[src/rtl/fetch_unit.sv]
// fetch_unit: PC sequencing, branch redirection and IF/ID register.
// Ports: clk, rst (async active-low), hazard/branch controls, IM bus, IF/ID.
module fetch_unit #(
    parameter logic [31:0] RESET_PC  = 32'h0000_0000,
    parameter logic [31:0] NOP_INSTR = 32'h0000_0013
) (
    input  logic        clk,
    input  logic        rst,
    input  logic        PC_write,
    input  logic        IFID_RegWrite,
    input  logic        instrFlush,
    input  logic [1:0]  BranchCtrl,
    input  logic [31:0] pc_imm,
    input  logic [31:0] pc_jalr,
    output logic [31:0] im_addr,
    input  logic [31:0] im_dout,
    input  logic        im_ready,
    output logic [31:0] IFID_pc,
    output logic [31:0] IFID_instr,
    output logic        IFID_valid
);

    typedef enum logic [1:0] {
        BOOT,
        RUN,
        REDIR_WAIT
    } state_t;

    state_t      state;
    state_t      stateNext;
    logic [31:0] pc;
    logic [31:0] pcNext;
    logic [31:0] redirPc;
    logic [31:0] redirNext;
    logic [31:0] target;
    logic [31:0] pcPlus4;
    logic [31:0] addrNext;
    logic        branch;
    logic        fetchOk;
    logic        bubble;
    logic        ifidLoad;

    assign branch  = (BranchCtrl != 2'b00);
    assign fetchOk = (state == RUN) && im_ready;
    assign pcPlus4 = pc + 32'd4;

    always_comb begin
        target = pc_imm;
        unique case (1'b1)
            (BranchCtrl == 2'b10): target = {pc_jalr[31:1], 1'b0};
            default:               target = pc_imm;
        endcase
    end

    // pc always names the word arriving on im_dout this cycle, so
    // im_addr is either pc (re-request) or the next address to load.
    always_comb begin
        stateNext = state;
        pcNext    = pc;
        redirNext = redirPc;
        addrNext  = pc;
        unique case (state)
            BOOT: begin
                stateNext = RUN;
                if (branch) begin
                    addrNext = target;
                    pcNext   = target;
                end
            end
            RUN: begin
                if (branch) begin
                    if (im_ready) begin
                        addrNext = target;
                        pcNext   = target;
                    end else begin
                        redirNext = target;
                        stateNext = REDIR_WAIT;
                    end
                end else if (fetchOk && PC_write) begin
                    addrNext = pcPlus4;
                    pcNext   = pcPlus4;
                end
            end
            REDIR_WAIT: begin
                // A newer branch supersedes the parked target.
                if (branch) begin
                    redirNext = target;
                end
                if (im_ready) begin
                    addrNext  = branch ? target : redirPc;
                    pcNext    = addrNext;
                    stateNext = RUN;
                end
            end
            default: begin
                stateNext = BOOT;
            end
        endcase
    end

    assign im_addr = rst ? addrNext : RESET_PC;

    assign ifidLoad = IFID_RegWrite || instrFlush;
    assign bubble   = instrFlush || branch || !fetchOk;

    always_ff @(posedge clk or negedge rst) begin
        if (!rst) begin
            state      <= BOOT;
            pc         <= RESET_PC;
            redirPc    <= 32'd0;
            IFID_pc    <= 32'd0;
            IFID_instr <= NOP_INSTR;
            IFID_valid <= 1'b0;
        end else begin
            state   <= stateNext;
            pc      <= pcNext;
            redirPc <= redirNext;
            if (ifidLoad) begin
                IFID_pc <= pc;
                if (bubble) begin
                    IFID_instr <= NOP_INSTR;
                    IFID_valid <= 1'b0;
                end else begin
                    IFID_instr <= im_dout;
                    IFID_valid <= 1'b1;
                end
            end
        end
    end

endmodule
[config.mk]
export PLATFORM = sky130hd
export DESIGN_NAME = fetch_unit
export DESIGN_NICKNAME = d
export VERILOG_FILES = /design/src/rtl/fetch_unit.sv
export SDC_FILE = /design/constraint.sdc
export NUM_CORES = 1
export LEC_CHECK = 0
export BUFFER_PORTS_ARGS = -buffer_cell sky130_fd_sc_hd__buf_2
export CORE_AREA = 2 2 188 153
export DETAILED_ROUTE_END_ITERATION = 6
export DIE_AREA = 0 0 190 155
export GPL_TIMING_DRIVEN = 1
export HOLD_SLACK_MARGIN = 0.08
export PLACE_DENSITY = 0.61
export SYNTH_ARGS = -nofsm -noshare
export SYNTH_HDL_FRONTEND = slang
export SYNTH_SLANG_ARGS = --single-unit
[constraint.sdc]
create_clock -name clk -period 2.54 [get_ports clk]
set_input_delay 0.254 -clock clk [delete_from_list [all_inputs] [get_ports clk]]
set_output_delay 0.254 -clock clk [all_outputs]
set_load 0.005 [all_outputs]
==> metrics.yaml <==
run_status:
  status: "complete, but fails checks"
  failed_checks: "setup timing"
finish:
  drive_gt1_share_pct: 41.06
  area_growth_syn_to_layout_pct: 48.09
  nets: 1361
  fillers: 2737
  layout_common_cells: "buf_2 (193), dfrtp_1 (126), buf_4 (122)"
  n_antenna_cell: 0
  layout_commonest_cell: "buf_2"
  fin_cells: 1639
worst_setup_path:
  cp-end-kind: "primary output"
  path_class: "register to primary output"
  crit_chain: "nand4b_4, or4_4, or3_4, o21ai_2, o211ai_1, buf_4, and2_1, buf_2"
  max_stage_delay_ps: 490
  path_max_fanout: 5
  crit_required_ps: 2290
  crit_arrival_ps: 2600
  cpMaxStageDelayCell: "or4_4"
  critPathLaunchType: "register"
timing:
  min_period_ps: 2859
  tns_ps: -4768
  setup_viol: 27
  post-route-period-util_pct: 112.5
  hold_viol_final: 0
  slew_violations: 0
  worstMarginPinSlew_ps: 736.0
  fin_worst_skew_ps: 11.72
  setup_ws_ps: -318.6
  fmax_ghz: 0.3498
  rsz0062_at_grt: "true"
  relSlewSlack_pct: 50.83
worst_hold_path:
  worst_hold_path_type: "input pin to register"
power:
  finalPower_mw: 11.43
  power_density_nw_per_um2: 942.4
  p_leak_nw: 5.612
  vdd.ir_drop.worst_mv: 0.4957
synthesis:
  yosysSeqAreaShare_pct: 40.06
  syn_area_per_cell_um2: 8.707
  synth_ff_type: "dfrtp_1"
  synth_edf_count: 0
  async_reset_ff_share_pct: 100.0
  synth-seq-cells: 131
  yosysWarnings: 0
  syn_inst: 941
  syn_area_um2: 8193
  yosys.cell_types.count: 71
  syn-num-nets: 1046
run:
  cap_violations: 0
place:
  place_ws_ps: -44.99
  place_inst: 1541
  dp_hpwl_mm: 25.81
  gp_congestion: 0.9355
  portBuffers: 199
global_routing:
  grt_pass1_wl_mm: 51.83
  grt_remaining_overflow: 0
  grt_usage_pct: 23.14
  grt_pass1_vias: 8396
  antenna_found_initial: 0
  grt_max_degree: 64
clock_tree:
  cts_tree: "done"
  path_clk_slew_ps: 70
  cts-htree-levels: 4
  cts.path.max_buffers: 2
  cts_made_buffers: 17
  cts_root_buf: "clkbuf_16"
  cts_sinks: 131
  clk_latency_ps: 430
floorplan:
  start_util_pct: 29.54
  die_x_um: 190
  rows: 55
  num_io_pins: 201
  fp.dieH_um: 155
  core_area_um2: 27730
  dieArea_um2: 29450
detailed_routing:
  vias: 8949
  wl_per_cell_um: 21.46
  first_pass_iters: 5
  final_antenna_net_count: 0
  drt-vias-per-instance: 5.460
  drt_wl_total_mm: 35.17
  drtIter0Drc: 743
  drc: 0
==> worst max-delay path, delay by kind of cell (launching register included) <==
family,cells,cell delay (ps)
buffers and inverters,2,310
and+or+nand+nor,4,1240
AOI/OAI and AO/OA,2,220
DFF,1,400
==> kinds of logic (layout without fill, tap and decap cells) <==
group	count (synthesis)	after routing	synth area share, %
compound gates	342	342	27.40
simple gates	292	292	17.93
flops	131	131	40.06
buf+inv	101	429	5.040
mux	70	70	8.995
xor+xnor	4	4	0.4276
fa+ha+maj	1	1	0.1527
==> cell usage after synthesis (all sizes together) (14+ instances only) <==
master  count  area, µm²
o22ai      23      143.9
buf        31      147.6
nor2b      14      87.58
nor3       20      105.1
o21ai      96      480.5
a21oi      74      370.4
a22o       34      297.8
nor2       42      157.7
clkbuf     54      205.2
nand2     102      382.9
inv        14      52.55
dfrtp     128       3203
mux2       29      326.6
nand3      21      105.1
mux2i      41      410.4
and2       30      187.7
nand2b     21      131.4
==> stage by stage <==
stage | instance area (µm²) | hold WS [ps] | util (%)
final | 12130 | 121.8 | 43.75
after global routing | 12130 | 133.9 | 43.75
after CTS | 11790 | 80.25 | 42.50
after detailed placement | 10270 | 217.8 | 37.03
after global placement | 10270 | 215.3 | 37.03
after floorplan | 8193 | -41.59 | -
==> power breakdown <==
part	internal [mW]	switching, mW	total (mW)
Sequential	2.87	0.519	3.39
Combinational	2.44	3.05	5.49
Clock	1.49	1.06	2.55
==> path summary, 6_finish.rpt <==
check / start / cells after the start / end / slack, ps
worst max-delay path: state[1] / 8 / im_addr[19] / -320
worst min-delay path: pc_jalr[23] / 3 / redirPc[23] / 120
worst max register to register: state[1] / 8 / pc[23] / 370
worst min register to register: IFID_pc[5] / 2 / IFID_pc[5] / 480
max in group asynchronous: rst / 4 / IFID_instr[1] / 1510
min in group asynchronous: rst / 3 / IFID_instr[27] / 510
==> registers in the layout (all words and copies together) (netlist names) <==
signal / flops
redirPc: 32
IFID_pc: 32
pc: 32
state: 2
IFID_instr: 32
IFID_valid: 1
==> timing repair <==
item	in CTS	in global routing
endpoints found under the hold margin	59	1
setup endpoints to repair	32	29
hold buffers	33	1
buffers inserted	19	14
pin swaps	49	39
gates resized for setup	111	54
==> final cells by class <==
type                            instances  area, µm²  area share [%]
Clock buffer                           19      442.9           3.651
Clock inverter                         13      148.9           1.227
Inverter                               16      67.56          0.5569
Multi-Input combinational cell        709       5070           41.79
Sequential cell                       131       3284           27.07
Tap cell                              370      462.9           3.816
Timing Repair Buffer                  381       2656           21.89
==> layer usage <==
metal	global-route usage, %	part of all wire (%)	vias up
li1	-	-	4124
met1	35.86	49	4312
met2	32.06	40	487
met3	5.843	10	26
met4	4.356	1.0	0
met5	0	0	-
(Power assumes the default switching activity.)
